`src/rtl/dct_da_seq.sv`:
```
// rtl/dct_da_seq.sv - sequencer for a bit-serial distributed-arithmetic DCT coefficient unit
// Accepts one sample block, walks the datapath through load/shift/sign cycles, then captures the result.
module dct_da_seq #(
    parameter int DATA_W        = 8,
    parameter int N_SMP         = 8,
    parameter int ACC_W         = 18,
    parameter int BLK_PER_FRAME = 4
) (
    input  logic                       clk,
    input  logic                       reset,
    input  logic                       en,
    input  logic                       in_valid,
    output logic                       in_ready,
    input  logic [N_SMP*DATA_W-1:0]    in_data,
    output logic [N_SMP*DATA_W-1:0]    dp_samples,
    output logic                       dp_load,
    output logic                       dp_acc_clr,
    output logic                       dp_shift_en,
    output logic [$clog2(DATA_W)-1:0]  dp_bit_idx,
    output logic                       dp_sign_cyc,
    output logic                       dp_rom_cs,
    input  logic [ACC_W-1:0]           acc_in,
    output logic                       out_valid,
    input  logic                       out_ready,
    output logic [ACC_W-1:0]           out_data,
    output logic                       out_last,
    output logic                       busy
);

    localparam int CNT_W = $clog2(DATA_W);
    localparam int BLK_W = (BLK_PER_FRAME > 1) ? $clog2(BLK_PER_FRAME) : 1;
    localparam logic [CNT_W-1:0] LAST_BIT = CNT_W'(DATA_W - 1);
    localparam logic [BLK_W-1:0] LAST_BLK = BLK_W'(BLK_PER_FRAME - 1);

    typedef enum logic [1:0] {
        ST_IDLE    = 2'd0,
        ST_LOAD    = 2'd1,
        ST_SHIFT   = 2'd2,
        ST_CAPTURE = 2'd3
    } state_t;

    state_t                    state_q, state_d;
    logic [CNT_W-1:0]          bit_cnt_q, bit_cnt_d;
    logic [BLK_W-1:0]          blk_cnt_q, blk_cnt_d;
    logic [N_SMP*DATA_W-1:0]   samples_q, samples_d;
    logic                      out_valid_q, out_valid_d;
    logic [ACC_W-1:0]          out_data_q, out_data_d;
    logic                      out_last_q, out_last_d;
    logic                      frame_end;

    assign frame_end = (blk_cnt_q == LAST_BLK);

    always_comb begin
        state_d     = state_q;
        bit_cnt_d   = bit_cnt_q;
        blk_cnt_d   = blk_cnt_q;
        samples_d   = samples_q;
        out_valid_d = out_valid_q;
        out_data_d  = out_data_q;
        out_last_d  = out_last_q;
        in_ready    = 1'b0;
        dp_load     = 1'b0;
        dp_acc_clr  = 1'b0;
        dp_shift_en = 1'b0;
        dp_rom_cs   = 1'b0;
        dp_sign_cyc = 1'b0;
        dp_bit_idx  = '0;

        // A downstream drain is honoured even while the sequencer is frozen.
        if (out_ready) begin
            out_valid_d = 1'b0;
        end

        case (state_q)
            ST_IDLE: begin
                in_ready = en;
                if (en && in_valid) begin
                    samples_d = in_data;
                    state_d   = ST_LOAD;
                end
            end
            ST_LOAD: begin
                dp_load    = en;
                dp_acc_clr = en;
                dp_rom_cs  = 1'b1;
                if (en) begin
                    bit_cnt_d = '0;
                    state_d   = ST_SHIFT;
                end
            end
            ST_SHIFT: begin
                dp_shift_en = en;
                dp_rom_cs   = 1'b1;
                dp_bit_idx  = bit_cnt_q;
                dp_sign_cyc = (bit_cnt_q == LAST_BIT);
                if (en) begin
                    if (bit_cnt_q == LAST_BIT) begin
                        bit_cnt_d = '0;
                        state_d   = ST_CAPTURE;
                    end else begin
                        bit_cnt_d = bit_cnt_q + CNT_W'(1);
                    end
                end
            end
            ST_CAPTURE: begin
                // Datapath stays idle here so acc_in is stable until the output slot frees.
                if (en && (!out_valid_q || out_ready)) begin
                    out_data_d  = acc_in;
                    out_valid_d = 1'b1;
                    out_last_d  = frame_end;
                    blk_cnt_d   = frame_end ? '0 : blk_cnt_q + BLK_W'(1);
                    state_d     = ST_IDLE;
                end
            end
            default: begin
                state_d = ST_IDLE;
            end
        endcase
    end

    always_ff @(posedge clk or negedge reset) begin
        if (!reset) begin
            state_q     <= ST_IDLE;
            bit_cnt_q   <= '0;
            blk_cnt_q   <= '0;
            samples_q   <= '0;
            out_valid_q <= 1'b0;
            out_data_q  <= '0;
            out_last_q  <= 1'b0;
        end else begin
            state_q     <= state_d;
            bit_cnt_q   <= bit_cnt_d;
            blk_cnt_q   <= blk_cnt_d;
            samples_q   <= samples_d;
            out_valid_q <= out_valid_d;
            out_data_q  <= out_data_d;
            out_last_q  <= out_last_d;
        end
    end

    assign dp_samples = samples_q;
    assign out_valid  = out_valid_q;
    assign out_data   = out_data_q;
    assign out_last   = out_last_q;
    assign busy       = (state_q != ST_IDLE);

endmodule

```
`config.mk`:
```
export PLATFORM = sky130hd
export DESIGN_NAME = dct_da_seq
export DESIGN_NICKNAME = d
export VERILOG_FILES = /design/src/rtl/dct_da_seq.sv
export SDC_FILE = /design/constraint.sdc
export NUM_CORES = 1
export LEC_CHECK = 0
export BUFFER_PORTS_ARGS = -buffer_cell sky130_fd_sc_hd__buf_4
export CELL_PAD_IN_SITES_DETAIL_PLACEMENT = 0
export CELL_PAD_IN_SITES_GLOBAL_PLACEMENT = 1
export CORE_MARGIN = 2
export CORE_UTILIZATION = 40
export CTS_CLUSTER_SIZE = 14
export DETAILED_ROUTE_END_ITERATION = 8
export PLACE_DENSITY_LB_ADDON = 0.1
export SYNTH_ARGS = -nofsm -noshare
export SYNTH_HDL_FRONTEND = slang
export SYNTH_SLANG_ARGS = --single-unit
```
`constraint.sdc`:
```
create_clock -name clk -period 3 [get_ports clk]
set_input_delay 0.15 -clock clk [delete_from_list [all_inputs] [get_ports clk]]
set_output_delay 0.15 -clock clk [all_outputs]
set_load 0.02 [all_outputs]
```
==> summary.txt <==
Yosys
  – Average cell area after synthesis: 17.3 sq um
  – Share of synthesized flip-flops with an asynchronous set or reset: 1.00
  – Number of warning messages in the yosys log: 0
  – Commonest cells post-synth: sky130_fd_sc_hd__dfrtp_1 (91), sky130_fd_sc_hd__mux2_4 (60), sky130_fd_sc_hd__mux2_2 (24), sky130_fd_sc_hd__ha_1 (9), sky130_fd_sc_hd__buf_6 (8)
  – FF+latch count, synth: 91
  – Library cell with the highest instance count after synthesis: sky130_fd_sc_hd__dfrtp_1
  – Count of mapped cells out of synthesis: 226
  – Top cells by area, synth: sky130_fd_sc_hd__dfrtp_1 (58%), sky130_fd_sc_hd__mux2_4 (23%), sky130_fd_sc_hd__mux2_2 (6.9%)
  – Most used flip-flop cell after synthesis: sky130_fd_sc_hd__dfrtp_1
  – Net count after synthesis: 322
  – Area share of the largest cell type after synthesis: 0.584
  – Synth area leader: sky130_fd_sc_hd__dfrtp_1
  – Number of flops mapped to enable cells by yosys: 0
  – Sequential-to-total area share from yosys stat: 0.584
  – Number of distinct library cells after synthesis: 22
  – Post-synthesis instance area: 3900 sq um

Clock tree
  – CTS tree: done
  – Maximum count of clock buffers along a single path: 2
  – CTS Root Buffer Type: sky130_fd_sc_hd__clkbuf_8
  – Total number of H-tree levels: 3
  – Clk pin slew, worst setup/hold paths: 0.09 ns
  – Clock latency on the worst-skew pair: 0.35 ns
  – Sinks on the clock net: 91
  – Post_cts resized: 0
  – Post-CTS repair timing setup buffer count: 0
  – TritonCTS Buffers: 9

Power and ir drop
  – Worst vdd ir: 0.493 mV
  – Total power per unit cell area: 1110 nW/um^2
  – Leakage: 0.00297 uW

Finish
  – Syn-to-layout area delta: 45.0%
  – Layout cells sized above 1: 0.682
  – Fin cells: 555
  – Final core utilization: 0.587
  – N_diodes: 0
  – Post-layout net count: 513

Global route
  – Number of antenna violations at the first check in global routing: 0
  – Vias in the first global route: 2442
  – Largest net degree at the start of global routing: 48
  – Remaining global-route overflow: 0
  – Total track usage: 0.151
  – First-pass GRT wire length: 12200 um

Detailed routing
  – 1st-iter DRT viols: 41
  – DRT Wirelength: 8070 um
  – Pre-Repair DR Iteration Count: 4
  – Detailed-route vias per instance: 4.49
  – Number of nets still failing antenna checks after routing: 0
  – Remaining DRCs: 0
  – Total met2 wirelength after detailed routing: 3820 um
  – Average detailed-routed wire length per instance: 14.5 um
  – DR WL met3: 777 um
  – Sum of routed wire segments on met1: 3370 um
  – Uppermost signal routing layer after detailed routing: met4
  – Via total after detailed routing: 2494

Critical path
  – WP data required: 3.24 ns
  – Sort of element at the end of the critical path: flop
  – Launch point of the critical path: state_q[0]
  – Top fanout value on the critical path: 25
  – Data arrival time of the worst path: 2.28 ns
  – Worst Path Class, Setup: reg -> reg
  – Worst path cell trace: inv_1 -> ha_1 -> and2_2 -> nand2_4 -> buf_12 -> mux2_2
  – Slowest-stage cell, CP: sky130_fd_sc_hd__dfrtp_1
  – Kind of start point of the critical path: flop
  – Origin of the critical flop-to-flop path: state_q[0]
  – Delay of the slowest cell on the worst path: 0.40 ns

Timing
  – Min Tclk post-route: 2.04 ns
  – Hold Violations, Final: 0
  – Worst hold-check slack: 0.0227 ns
  – Worst clock skew on the final layout: 0.00903 ns
  – Max-slew violation count: 0
  – Fmax: 0.491 GHz
  – Max transition margin: 0.585
  – Final setup violation count: 0
  – Actual slew at the worst max-slew pin: 0.622 ns
  – Final cycle utilization of the critical path: 0.679
  – Unrepaired setup endpoints after global routing: no
  – Setup TNS: 0 ns

Place
  – Number of buffers added on ports: 180
  – Half-perimeter wire length after detailed placement: 5790 um
  – Placed cell count: 532
  – Final RePlAce weighted congestion: 0.684

Die
  – Horizontal die dimension: 103 um
  – Area of the placeable core: 9640 sq um
  – Number of cell rows: 36
  – Area of the die: 10600 sq um
  – Starting density of the core: 0.405
  – I/O Pins: 181
  – Die span in y: 103 um

Min path
  – Worst hold start: in_data[44]
  – Tightest Hold Check Type: in -> reg

Run
  – Number of max-cap violations: 0

Outcome
  – Result of the run: finished clean
power by group:
| part | internal, uW | leakage (uW) | switching (uW) | total (uW) |
|---|---|---|---|---|
| registers | 1850 | 0.00109 | 359 | 2210 |
| clock network | 432 | 0.0000978 | 434 | 866 |
| logic | 1730 | 0.00178 | 1470 | 3210 |
worst max-delay path: cells and delay by family, from the launching register on:
kind | cells | cell delay, ns
DFF | 1 | 0.40
and+or+nand+nor | 2 | 0.54
adders and majority gates | 1 | 0.23
buffers and inverters | 2 | 0.39
muxes | 1 | 0.36
layer usage:
| metal | vias up | track usage |
|---|---|---|
| li1 | 1167 | - |
| met1 | 1221 | 0.198 |
| met4 | 0 | 0.0577 |
| met2 | 98 | 0.222 |
| met5 | - | 0 |
| met3 | 8 | 0.0637 |
timing repair:
item / CTS / global route
hold buffers: 1 / 6
endpoints found under the hold margin: 44 / 6
setup endpoints to repair: 0 / 0
logic make-up after synthesis:
logic type	Yosys count	synth area share
AND/OR/NAND/NOR	17	0.0263
AO/OA/AOI/OAI	9	0.0241
buffers and inverters	14	0.0308
multiplexers	86	0.306
adder cells (fa/ha/maj)	9	0.0289
flip-flops	91	0.584
stage by stage:
| step | area (sq um) | power, uW | setup slack, ns |
|---|---|---|---|
| floorplan | 3900 | 4170 | 1.35 |
| global placement | 5370 | 5420 | 0.999 |
| detailed placement | 5370 | 5460 | 0.953 |
| CTS | 5600 | 6360 | 0.954 |
| global route | 5660 | 6680 | 0.815 |
| finish | 5660 | 6280 | 0.964 |
path summary, 6_finish.rpt:
check,end,cells past startpoint,slack (ns)
max,dp_samples[20],6,0.96
min,dp_samples[44],2,0.02
max reg2reg,dp_samples[20],6,0.96
min reg2reg,out_data[0],1,0.50
max in group asynchronous,dp_samples[45],3,1.96
min in group asynchronous,bit_cnt_q[2],2,0.34
cells in the final DEF (no fill, tap or decap), types with 2 or more instances in the layout:
| cell | n |
|---|---|
| sky130_fd_sc_hd__clkbuf_8 | 11 |
| sky130_fd_sc_hd__ha_1 | 9 |
| sky130_fd_sc_hd__buf_4 | 180 |
| sky130_fd_sc_hd__nand2_1 | 3 |
| sky130_fd_sc_hd__clkinvlp_4 | 3 |
| sky130_fd_sc_hd__dfrtp_1 | 91 |
| sky130_fd_sc_hd__nor2_1 | 4 |
| sky130_fd_sc_hd__buf_12 | 3 |
| sky130_fd_sc_hd__and2_1 | 6 |
| sky130_fd_sc_hd__a32o_1 | 3 |
| sky130_fd_sc_hd__mux2_2 | 24 |
| sky130_fd_sc_hd__mux2_1 | 2 |
| sky130_fd_sc_hd__inv_1 | 4 |
| sky130_fd_sc_hd__dlygate4sd3_1 | 7 |
| sky130_fd_sc_hd__mux2_4 | 60 |
state kept, by name, summed over array words and instances, names as in the netlist:
name / flops
bit_cnt_q: 3
blk_cnt_q: 2
dp_samples: 64
out_data: 18
out_last: 1
out_valid: 1
state_q: 2
cell type report:
| class | count | area [sq um] |
|---|---|---|
| tap | 133 | 166 |
| timing repair buffer | 190 | 1480 |
| clock inverter | 5 | 61.3 |
| fill | 812 | 3980 |
| inverter | 4 | 15.0 |
| clock buffer | 11 | 151 |
| sequential | 91 | 2280 |
| multi-input combinational | 121 | 1500 |
Note: power is estimated with default switching activity, not from simulation.
